**src/rtl/morse_decoder.sv**
```systemverilog
// rtl/morse_decoder.sv - Morse receive decoder: mark/gap run classification into code/length characters.
// Define MORSE_DEC_ERR_EN to enable illegal-mark and symbol-overflow detection on sym_err.
module morse_decoder #(
  parameter int MAX_SYM   = 8,
  parameter int CHAR_GAP  = 3,
  parameter int SPACE_GAP = 7
) (
  input  logic               clock,
  input  logic               reset,
  input  logic               led_in,
  output logic               char_vald,
  output logic [MAX_SYM-1:0] charcode_data,
  output logic [3:0]         charlen_data,
  input  logic               char_rdy,
  output logic               sym_err,
  output logic               ovr
);
  localparam logic [3:0] MAX_SYM_C   = 4'(MAX_SYM);
  localparam logic [3:0] CHAR_GAP_C  = 4'(CHAR_GAP);
  localparam logic [3:0] SPACE_GAP_C = 4'(SPACE_GAP);

  typedef enum logic [1:0] {S_IDLE, S_MARK, S_GAP, S_WGAP} state_t;

  state_t             state_q, state_d;
  logic [3:0]         mark_cnt_q, mark_cnt_d;
  logic [3:0]         gap_cnt_q, gap_cnt_d;
  logic [3:0]         sym_n_q, sym_n_d;
  logic [MAX_SYM-1:0] sym_sr_q, sym_sr_d;
  logic [MAX_SYM-1:0] code_q, code_d;
  logic [3:0]         len_q, len_d;
  logic               vald_q, vald_d;
  logic               ovr_q, ovr_d;
  logic [3:0]         mark_inc, gap_inc;
  logic               sym_dash, sym_bad;
  logic [MAX_SYM-1:0] sym_bit;
  logic               cmp, load;
  logic [MAX_SYM-1:0] cmp_code;
  logic [3:0]         cmp_len;
`ifdef MORSE_DEC_ERR_EN
  logic               err_q, err_d;
`endif

  assign mark_inc = (mark_cnt_q == 4'hF) ? 4'hF : mark_cnt_q + 4'd1;
  assign gap_inc  = (gap_cnt_q == 4'hF) ? 4'hF : gap_cnt_q + 4'd1;

`ifdef MORSE_DEC_ERR_EN
  assign sym_dash = (mark_cnt_q == 4'd3);
  assign sym_bad  = !((mark_cnt_q == 4'd1) || sym_dash) || (sym_n_q == MAX_SYM_C);
`else
  assign sym_dash = (mark_cnt_q >= 4'd3);
  assign sym_bad  = 1'b0;
`endif

  // Dots leave their slot at 0, so only a dash needs to be OR-ed in.
  assign sym_bit = {sym_dash, {(MAX_SYM-1){1'b0}}} >> sym_n_q;

  always_comb begin
    state_d    = state_q;
    mark_cnt_d = mark_cnt_q;
    gap_cnt_d  = gap_cnt_q;
    sym_n_d    = sym_n_q;
    sym_sr_d   = sym_sr_q;
    cmp        = 1'b0;
    cmp_code   = '0;
    cmp_len    = 4'd0;
`ifdef MORSE_DEC_ERR_EN
    err_d      = 1'b0;
`endif
    case (state_q)
      S_IDLE: begin
        if (led_in) begin
          state_d    = S_MARK;
          mark_cnt_d = 4'd1;
        end
      end
      S_MARK: begin
        if (led_in) begin
          mark_cnt_d = mark_inc;
        end else begin
          if (sym_bad) begin
`ifdef MORSE_DEC_ERR_EN
            err_d = 1'b1;
`endif
            sym_sr_d = '0;
            sym_n_d  = 4'd0;
          end else if (sym_n_q < MAX_SYM_C) begin
            sym_sr_d = sym_sr_q | sym_bit;
            sym_n_d  = sym_n_q + 4'd1;
          end
          mark_cnt_d = 4'd0;
          gap_cnt_d  = 4'd1;
          state_d    = S_GAP;
        end
      end
      S_GAP: begin
        if (led_in) begin
          state_d    = S_MARK;
          mark_cnt_d = 4'd1;
        end else begin
          gap_cnt_d = gap_inc;
          if (gap_inc == CHAR_GAP_C) begin
            // An empty character only follows an error; it ends the run without a space.
            if (sym_n_q != 4'd0) begin
              cmp      = 1'b1;
              cmp_code = sym_sr_q;
              cmp_len  = sym_n_q;
              state_d  = S_WGAP;
            end else begin
              state_d  = S_IDLE;
            end
            sym_sr_d = '0;
            sym_n_d  = 4'd0;
          end
        end
      end
      S_WGAP: begin
        if (led_in) begin
          state_d    = S_MARK;
          mark_cnt_d = 4'd1;
        end else begin
          gap_cnt_d = gap_inc;
          if (gap_inc == SPACE_GAP_C) begin
            cmp     = 1'b1;
            state_d = S_IDLE;
          end
        end
      end
      default: state_d = S_IDLE;
    endcase
  end

  always_comb begin
    vald_d = vald_q;
    code_d = code_q;
    len_d  = len_q;
    ovr_d  = ovr_q;
    load   = cmp && (!vald_q || char_rdy);
    if (load) begin
      vald_d = 1'b1;
      code_d = cmp_code;
      len_d  = cmp_len;
    end else begin
      if (cmp)
        ovr_d = 1'b1;
      if (vald_q && char_rdy)
        vald_d = 1'b0;
    end
  end

  always_ff @(posedge clock or negedge reset) begin
    if (!reset) begin
      state_q    <= S_IDLE;
      mark_cnt_q <= 4'd0;
      gap_cnt_q  <= 4'd0;
      sym_n_q    <= 4'd0;
      sym_sr_q   <= '0;
      code_q     <= '0;
      len_q      <= 4'd0;
      vald_q     <= 1'b0;
      ovr_q      <= 1'b0;
    end else begin
      state_q    <= state_d;
      mark_cnt_q <= mark_cnt_d;
      gap_cnt_q  <= gap_cnt_d;
      sym_n_q    <= sym_n_d;
      sym_sr_q   <= sym_sr_d;
      code_q     <= code_d;
      len_q      <= len_d;
      vald_q     <= vald_d;
      ovr_q      <= ovr_d;
    end
  end

`ifdef MORSE_DEC_ERR_EN
  always_ff @(posedge clock or negedge reset) begin
    if (!reset) err_q <= 1'b0;
    else        err_q <= err_d;
  end
  assign sym_err = err_q;
`else
  assign sym_err = 1'b0;
`endif

  assign char_vald     = vald_q;
  assign charcode_data = code_q;
  assign charlen_data  = len_q;
  assign ovr           = ovr_q;
endmodule

```
**config.mk**
```make
export PLATFORM = sky130hd
export DESIGN_NAME = morse_decoder
export DESIGN_NICKNAME = d
export VERILOG_FILES = /design/src/rtl/morse_decoder.sv
export SDC_FILE = /design/constraint.sdc
export NUM_CORES = 1
export LEC_CHECK = 0
export BUFFER_PORTS_ARGS = -buffer_cell sky130_fd_sc_hd__buf_2
export CAP_MARGIN = 20
export CELL_PAD_IN_SITES_DETAIL_PLACEMENT = 1
export CELL_PAD_IN_SITES_GLOBAL_PLACEMENT = 2
export CORE_MARGIN = 4
export CORE_UTILIZATION = 38
export DETAILED_ROUTE_END_ITERATION = 8
export PLACE_DENSITY_LB_ADDON = 0.1
export SLEW_MARGIN = 20
export SYNTH_ARGS = -nofsm -noshare
export SYNTH_HDL_FRONTEND = slang
export SYNTH_SLANG_ARGS = --single-unit
```
**constraint.sdc**
```tcl
create_clock -name clock -period 2.6 [get_ports clock]
set_input_delay 0.78 -clock clock [delete_from_list [all_inputs] [get_ports clock]]
set_output_delay 0.78 -clock clock [all_outputs]
set_load 0.005 [all_outputs]
```
==> results.sh, run 1 <==
export IMPL_fmax_ghz=0.457
export IMPL_cts_setup_buffers=0
export IMPL_antenna_found_initial=0
export IMPL_wl_mm=4.19
export IMPL_cts_htree_levels=2
export IMPL_grt_max_degree=37
export IMPL_ys_ff_latch=36
export IMPL_cts_tree="built"
export IMPL_sequentialPowerShare=0.451
export IMPL_drc=0
export IMPL_path_cells="ha_1 > xnor2_2 > nand3b_1 > a21oi_2 > buf_4 > mux2_2"
export IMPL_die_w_um=77.1
export IMPL_setup_violations=0
export IMPL_cts_root_buf="clkbuf_8"
export IMPL_p_leak_uw=0.000986
export IMPL_nNetsFinal=196
export IMPL_netlist_area_um2=1810
export IMPL_ioPinCount=19
export IMPL_cp_end_kind="register"
export IMPL_pwr_share_clk=0.233
export IMPL_die_area_um2=5940
export IMPL_final_hold_viol_count=0
export IMPL_power_switching_uw=661
export IMPL_status="complete, no violations"
export IMPL_hold_path_class="register to register"
export IMPL_ys_warn_count=0
export IMPL_port_buffers=17
export IMPL_p_sw_frac=0.369
export IMPL_syn_nets=177
export IMPL_drive_above_1_share=0.238
export IMPL_finalWeightedCongestion=0.798
export IMPL_cap_violations=0
export IMPL_gr_usage_met2=0.247
export IMPL_crit_path_start_kind="register"
export IMPL_fin_area_um2=2030
export IMPL_intPower_uw=1130
export IMPL_grt_most_used_layer="met2"
export IMPL_drtIter0Drc=45
export IMPL_yosysUniqueCellTypes=44
export IMPL_path_delay_family="flip-flops"
export IMPL_antenna_diode_count=0
export IMPL_cts_sinks=36
export IMPL_cts_path_max_buffers=2
export IMPL_route_vias_total=1385
export IMPL_die_h_um=77.1
export IMPL_grt_first_pass_wirelength_mm=7.11
export IMPL_slew_headroom=0.460
export IMPL_dp_hpwl_mm=2.99
export IMPL_core_um2=4470
export IMPL_period_minus_slack_ps=2190
export IMPL_wl_per_cell_um=17.4
export IMPL_max_stage_delay_ps=460
export IMPL_placed_cell_area_um2=1940
export IMPL_worstPathRequired_ps=2770
export IMPL_ir_drop_mv=0.355
export IMPL_num_rows=24
export IMPL_syn_inst=169
export IMPL_worst_slew_pin_slew_ps=809
export IMPL_p_total_uw=1790
export IMPL_ys_seq_area_frac=0.497
export IMPL_viasPerCell=5.75
export IMPL_crit_fanout=12
export IMPL_clkSlewWorstSetupHoldPaths_ps=70
export IMPL_start_util=0.405
export IMPL_tns_ps=0
export IMPL_ant_nets=0
export IMPL_clk_latency_ps=290
export IMPL_slew_violations=0
export IMPL_min_period_over_period=0.841
export IMPL_use_met1=0.194
export IMPL_cp_slowest_cell="dfrtp_1"
export IMPL_cp_arrival_ps=2360
export IMPL_grt_use_total=0.153
export IMPL_skew_ps=3.65
export IMPL_gr_usage_met3=0.0422
export IMPL_power_density_nw_per_um2=881
export IMPL_p_comb_frac=0.316
export IMPL_area_growth_pct=12.2
export IMPL_cts_hold_buf=0
export IMPL_crit_type="register to register"
export IMPL_first_pass_iters=5
export IMPL_avgSynthCellArea_um2=10.7
export IMPL_grt_pass1_vias=1472
export IMPL_gr_total_overflow=0
export IMPL_cts_resized=0
export IMPL_numCtsBuffers=5
export IMPL_rsz0062_at_grt="no"
export IMPL_path_buf_inv=1
==> kinds of logic after synthesis <==
group / count (synthesis) / synth area share
other: 1 / 0.00207
AO/OA/AOI/OAI: 39 / 0.151
buffers and inverters: 15 / 0.0394
flip-flops: 36 / 0.497
adder cells (fa/ha/maj): 4 / 0.0276
AND/OR/NAND/NOR: 60 / 0.193
multiplexers: 12 / 0.0767
XOR/XNOR: 2 / 0.0138
==> path summary, 6_finish.rpt <==
path / start / endpoint / slack (ps) / cells after the start
hold reg to reg: ovr / ovr / 480 / 1
hold / removal: ovr / ovr / 480 / 1
setup reg to reg: gap_cnt_q[0] / charcode_data[4] / 410 / 6
min in group asynchronous: reset / gap_cnt_q[3] / 580 / 1
max in group asynchronous: reset / sym_sr_q[4] / 1510 / 1
setup / recovery: gap_cnt_q[0] / charcode_data[4] / 410 / 6
==> placed cells by master, fill, tap and decap left out, types with 5 or more instances in the layout <==
| cell | count |
|---|---|
| clkbuf_8 | 6 |
| inv_1 | 6 |
| dfrtp_1 | 36 |
| and3_1 | 13 |
| o21ai_0 | 7 |
| buf_2 | 17 |
| mux2_2 | 11 |
| nand2_1 | 13 |
| nor2_1 | 11 |
| a31oi_1 | 5 |
| a32o_1 | 6 |
| a21oi_1 | 7 |
==> sequential cells by signal (all words and copies together) (netlist names) <==
register / cells
char_vald: 1
ovr: 1
charlen_data: 4
mark_cnt_q: 4
charcode_data: 8
state_q: 2
gap_cnt_q: 4
sym_n_q: 4
sym_sr_q: 8
==> Yosys cell counts, drive strengths merged <==
cell,n,area (um2)
nand2b,2,12.5
a32oi,2,17.5
xnor2,2,25.0
nor4,2,25.0
nor3,3,15.0
inv,6,22.5
o21ai,7,35.0
ha,4,50.1
a311oi,2,17.5
a31o,1,8.76
mux2,12,139
buf,5,32.5
conb,1,3.75
o21bai,1,7.51
nand3b,2,15.0
o31ai,1,7.51
or3b,1,8.76
nor4b,2,32.5
nand2,13,48.8
or4,1,7.51
a32o,6,60.1
nand3,4,20.0
a22o,2,17.5
a21oi,8,43.8
and4,1,8.76
a31oi,5,31.3
nor2b,3,18.8
a211oi,1,7.51
and3,13,81.3
o22ai,3,18.8
clkinv,1,3.75
nor3b,1,7.51
nand4,1,6.26
clkbuf,3,12.5
nor2,11,41.3
dfrtp,36,901
==> area by class of cell <==
class	count	area [um2]
fillers	500	2440
clock buffers	7	86.3
flip-flops and latches	36	901
clock inverters	1	7.51
well taps	52	65.1
repair buffers	20	108
inverters	7	26.3
multi-input cells	118	840
==> stage by stage <==
stage	setup WS, ps	util	instances	hold WS (ps)
floorplan	501	-	169	457
global placement	398	0.433	233	458
detailed placement	372	0.433	233	465
CTS	412	0.454	241	488
global route	243	0.454	241	521
finish	412	0.454	241	484
==> routing by layer <==
layer,vias to the layer above,share of wire
met5,-,0
met4,0,0.0072
met3,4,0.036
met2,31,0.47
met1,690,0.48
li1,660,-
==> power by group through the flow <==
stage | registers (uW) | logic [uW] | clock network (uW)
after floorplan | 771 | 434 | 0
after global placement | 814 | 546 | 0
after detailed placement | 819 | 563 | 0
after CTS | 809 | 568 | 434
after global routing | 833 | 644 | 461
final | 809 | 566 | 417
Note: power is estimated with default switching activity, not from simulation.
==> run 2, diff against run 1 <==
ABC_AREA = 1   (was unset)
CORE_UTILIZATION = 31   (was 38)
clock period = 1.8 ns   (was 2.6 ns; I/O delays follow)
==> results.sh, run 2 <==
export IMPL_clk_latency_ps=290
export IMPL_grt_use_total=0.135
export IMPL_syn_inst=234
export IMPL_crit_path_start_kind="register"
export IMPL_rsz0062_at_grt="yes"
export IMPL_grt_max_degree=23
export IMPL_p_leak_uw=0.00118
export IMPL_fmax_ghz=0.583
export IMPL_cp_end_kind="register"
export IMPL_path_buf_inv=2
export IMPL_async_flop_share=1.00
export IMPL_max_stage_delay_ps=430
export IMPL_route_vias_total=1612
export IMPL_path_delay_family="flip-flops"
export IMPL_die_h_um=86.1
export IMPL_p_sw_frac=0.413
export IMPL_power_density_nw_per_um2=1380
export IMPL_setup_ws_ps=85.5
export IMPL_dp_slack_ps=40.6
export IMPL_dp_hpwl_mm=3.43
export IMPL_first_pass_iters=4
export IMPL_avgSynthCellArea_um2=8.08
export IMPL_cap_violations=0
export IMPL_cp_slowest_cell="dfrtp_1"
export IMPL_status="complete, no violations"
export IMPL_netlist_area_um2=1890
export IMPL_ant_nets=0
export IMPL_drc=0
export IMPL_mostFrequentLayoutCells="nand2_1 (64), dfrtp_1 (36), inv_1 (22)"
export IMPL_die_w_um=86.1
export IMPL_ys_top_cells_by_area="dfrtp_1 (48%), nand2_1 (14%), o21ai_0 (4.8%)"
export IMPL_cts_root_buf="clkbuf_8"
export IMPL_cp_arrival_ps=1890
export IMPL_crit_type="register to register"
export IMPL_worstPathRequired_ps=1980
export IMPL_intPower_uw=1880
export IMPL_die_area_um2=7410
export IMPL_antenna_diode_count=0
export IMPL_sequentialPowerShare=0.373
export IMPL_grt_pass1_vias=1614
export IMPL_wl_per_cell_um=13.2
export IMPL_layout_commonest_cell="nand2_1"
export IMPL_area_growth_pct=22.4
export IMPL_grt_first_pass_wirelength_mm=7.92
export IMPL_ir_drop_mv=0.472
export IMPL_core_um2=5920
export IMPL_start_util=0.319
export IMPL_crit_fanout=7
export IMPL_port_buffers=17
export IMPL_gr_total_overflow=0
export IMPL_synth_most_common_cell="nand2_1"
export IMPL_drtIter0Drc=28
export IMPL_cts_hold_buf=0
export IMPL_synth_top_cells_by_count="nand2_1 (70), dfrtp_1 (36), inv_1 (24), o21ai_0 (18), nand3_1 (17)"
export IMPL_p_comb_frac=0.446
export IMPL_r2r_worst_path_cells=10
export IMPL_placed_cell_area_um2=2150
export IMPL_final_hold_viol_count=0
export IMPL_slew_violations=0
export IMPL_viasPerCell=4.69
export IMPL_crit_cells=10
export IMPL_clkSlewWorstSetupHoldPaths_ps=70
export IMPL_skew_ps=6.97
export IMPL_finalWeightedCongestion=0.757
export IMPL_power_switching_uw=1320
export IMPL_ioPinCount=19
export IMPL_fin_area_um2=2310
export IMPL_nNetsFinal=276
export IMPL_period_minus_slack_ps=1710
export IMPL_setup_violations=0
export IMPL_cts_tree="built"
export IMPL_ys_flop_type="dfrtp_1"
export IMPL_numCtsBuffers=5
export IMPL_synth_top_area_share=0.477
export IMPL_ys_ff_latch=36
export IMPL_syn_nets=242
export IMPL_wl_mm=4.53
export IMPL_finish_utilization=0.391
export IMPL_cts_htree_levels=2
export IMPL_cts_sinks=36
export IMPL_min_period_over_period=0.953
export IMPL_yosys_area_top_type="dfrtp_1"
export IMPL_hold_path_class="primary input to asynchronous set/reset pin"
export IMPL_synth_edff_count=0
export IMPL_antenna_found_initial=0
export IMPL_ys_seq_area_frac=0.477
export IMPL_ys_warn_count=0
export IMPL_drive_above_1_share=0.253
export IMPL_pwr_share_clk=0.181
export IMPL_cts_path_max_buffers=2
export IMPL_path_cells="ha_4 > inv_2 > o21ai_2 > nand2_1 > inv_2 > nand2_4 > o21ai_4 > nand2_4 > nand2_2 > nand2_1"
export IMPL_yosysUniqueCellTypes=31
export IMPL_num_rows=28
[run 2: timing repair]
item	CTS	global route
buffers inserted	0	2
endpoints found under the setup margin	0	17
resized for setup	0	17
[run 2: routing by layer]
metal  track usage  vias up  share of wire
met2         0.202       18           0.44
met4        0.0475        0          0.015
met5             0        -              0
met1         0.190      762           0.51
met3        0.0336        8          0.035
li1              -      824              -
[run 2: cell type report]
type	instances	area (um2)
Inverter	26	97.6
Timing Repair Buffer	30	215
Sequential cell	36	901
Multi-Input combinational cell	169	920
Fill cell	758	3610
Clock buffer	5	68.8
Clock inverter	3	18.8
Tap cell	75	93.8
[run 2: logic make-up after synthesis]
| kind of cell | share of synthesized area |
|---|---|
| AND/OR/NAND/NOR | 0.295 |
| XOR/XNOR | 0.00463 |
| flip-flops | 0.477 |
| buffers and inverters | 0.0682 |
| adder cells (fa/ha/maj) | 0.0265 |
| AO/OA/AOI/OAI | 0.127 |
| other | 0.00198 |
[run 2: path summary, 6_finish.rpt]
check	startpoint	to	slack (ps)
min in group clock	charcode_data[4]	charcode_data[4]	470
setup / recovery	gap_cnt_q[1]	charlen_data[3]	90
max in group asynchronous	reset	sym_sr_q[5]	1180
hold reg to reg	charcode_data[4]	charcode_data[4]	470
hold / removal	reset	gap_cnt_q[2]	170
setup reg to reg	gap_cnt_q[1]	charlen_data[3]	90
[run 2: power by group through the flow]
stage                     Combinational (uW)  Clock [uW]  Sequential [uW]
final                                   1430         579             1190
after detailed placement                1350           0             1190
after global routing                    1630         666             1230
after CTS                               1360         622             1180
after floorplan                          870           0             1200
after global placement                  1340           0             1190
[run 2: worst reg2reg max path: cells and delay by family (launching register included)]
family | cells | cell delay, ps
AOI/OAI and AO/OA | 2 | 370
DFF | 1 | 430
adders and majority gates | 1 | 290
and+or+nand+nor | 5 | 430
buffers and inverters | 2 | 100
[run 2: per-stage QoR]
stage,total power (uW),instances,TNS (ps),hold slack [ps]
2_1_floorplan,2070,234,0,244
3_3_place_gp,2530,333,0,441
3_5_place_dp,2550,333,0,454
4_1_cts,3160,341,0,180
5_1_grt,3520,344,-123,176
6_report,3200,344,0,173
==> run 3, diff against run 2 <==
REMOVE_ABC_BUFFERS = 1   (was unset)
==> results.sh, run 3 (same netlist as run 2, synthesis figures left out) <==
export IMPL_die_area_um2=7410
export IMPL_cts_tree="built"
export IMPL_p_sw_frac=0.398
export IMPL_drtIter0Drc=37
export IMPL_cp_arrival_ps=1880
export IMPL_intPower_uw=1970
export IMPL_p_leak_uw=0.00117
export IMPL_antenna_found_initial=0
export IMPL_pwr_share_clk=0.219
export IMPL_dp_slack_ps=71.1
export IMPL_grt_pass1_vias=1657
export IMPL_antenna_diode_count=0
export IMPL_crit_path_start_kind="register"
export IMPL_worstPathRequired_ps=1970
export IMPL_numCtsBuffers=5
export IMPL_cts_path_max_buffers=2
export IMPL_setup_ws_ps=90.4
export IMPL_slew_violations=0
export IMPL_rsz0062_at_grt="no"
export IMPL_grt_first_pass_wirelength_mm=8.09
export IMPL_nNetsFinal=273
export IMPL_final_hold_viol_count=0
export IMPL_grt_use_total=0.138
export IMPL_viasPerCell=4.66
export IMPL_setup_violations=0
export IMPL_skew_ps=2.92
export IMPL_cts_htree_levels=2
export IMPL_cap_violations=0
export IMPL_first_pass_iters=4
export IMPL_grt_max_degree=37
export IMPL_dp_hpwl_mm=3.48
export IMPL_power_switching_uw=1300
export IMPL_wl_mm=4.61
export IMPL_fmax_ghz=0.585
export IMPL_gr_total_overflow=0
export IMPL_sequentialPowerShare=0.364
export IMPL_layout_commonest_cell="nand2_1"
export IMPL_route_vias_total=1590
export IMPL_period_minus_slack_ps=1710
export IMPL_ioPinCount=19
export IMPL_crit_fanout=22
export IMPL_cts_sinks=36
export IMPL_core_um2=5920
export IMPL_crit_type="register to register"
export IMPL_area_growth_pct=20.8
export IMPL_ant_nets=0
export IMPL_clkSlewWorstSetupHoldPaths_ps=80
export IMPL_power_density_nw_per_um2=1430
export IMPL_hold_path_class="primary input to asynchronous set/reset pin"
export IMPL_port_buffers=17
export IMPL_min_period_over_period=0.950
export IMPL_drive_above_1_share=0.214
export IMPL_place_inst=333
export IMPL_finalWeightedCongestion=0.729
export IMPL_wl_per_cell_um=13.5
export IMPL_p_comb_frac=0.417
export IMPL_num_rows=28
export IMPL_cts_root_buf="clkbuf_8"
export IMPL_instances_no_fill=341
export IMPL_start_util=0.319
export IMPL_die_w_um=86.1
export IMPL_status="complete, no violations"
export IMPL_cp_end_kind="register"
export IMPL_ir_drop_mv=0.554
export IMPL_drc=0
export IMPL_die_h_um=86.1
export IMPL_mostFrequentLayoutCells="nand2_1 (70), dfrtp_1 (36), inv_1 (24)"
export IMPL_clk_latency_ps=290
run 3: cell type report:
class,instances,area [um2]
clock inverters,3,42.5
inverters,26,97.6
repair buffers,28,205
well taps,75,93.8
flip-flops and latches,36,901
clock buffers,5,68.8
fillers,731,3640
multi-input cells,168,876
run 3: worst paths after layout:
kind | end | slack (ps) | startpoint | cells past startpoint
setup / recovery | sym_n_q[0] | 90 | gap_cnt_q[1] | 11
min in group clock | charcode_data[3] | 470 | charcode_data[3] | 2
hold / removal | gap_cnt_q[0] | 190 | reset | 2
setup reg to reg | sym_n_q[0] | 90 | gap_cnt_q[1] | 11
hold reg to reg | charcode_data[3] | 470 | charcode_data[3] | 2
max in group asynchronous | charcode_data[4] | 1410 | reset | 2
run 3: metal layers:
| layer | wire length [um] | track usage | vias to the layer above |
|---|---|---|---|
| met5 | 0 | 0 | - |
| met1 | 2380 | 0.195 | 755 |
| met4 | 54 | 0.0475 | 0 |
| li1 | - | - | 811 |
| met3 | 160 | 0.0307 | 5 |
| met2 | 2010 | 0.208 | 19 |
run 3: through the flow:
step	area (um2)	utilization	hold WS, ps	power, uW	TNS, ps
after floorplan	1860	-	244	2040	-0.393
after global placement	2160	0.365	454	2540	0
after detailed placement	2160	0.365	459	2560	0
after CTS	2270	0.383	202	3310	0
after global routing	2280	0.386	212	3580	0
final	2280	0.386	195	3270	0
run 3: what timing repair did:
action,CTS,global route
endpoints found under the setup margin,0,21
setup buffers,0,0
gates resized for setup,0,2
hold buffers,0,0
run 3: power groups by stage:
stage               Sequential (uW)  Combinational [uW]  Clock, uW
floorplan                      1200                 839          0
global placement               1190                1340          0
detailed placement             1200                1360          0
CTS                            1180                1370        757
global route                   1220                1570        785
finish                         1190                1360        715
run 3: worst max-delay path, stage by stage (launching register included):
cell and delay [ps]:
dfrtp_1 420, ha_4 280, inv_1 40, o21ai_2 140, inv_1 80, nor2_4 110, nand2_1 90, nand2_1 60
nand2_1 80, buf_12 160, nor2_1 90, a21oi_1 50
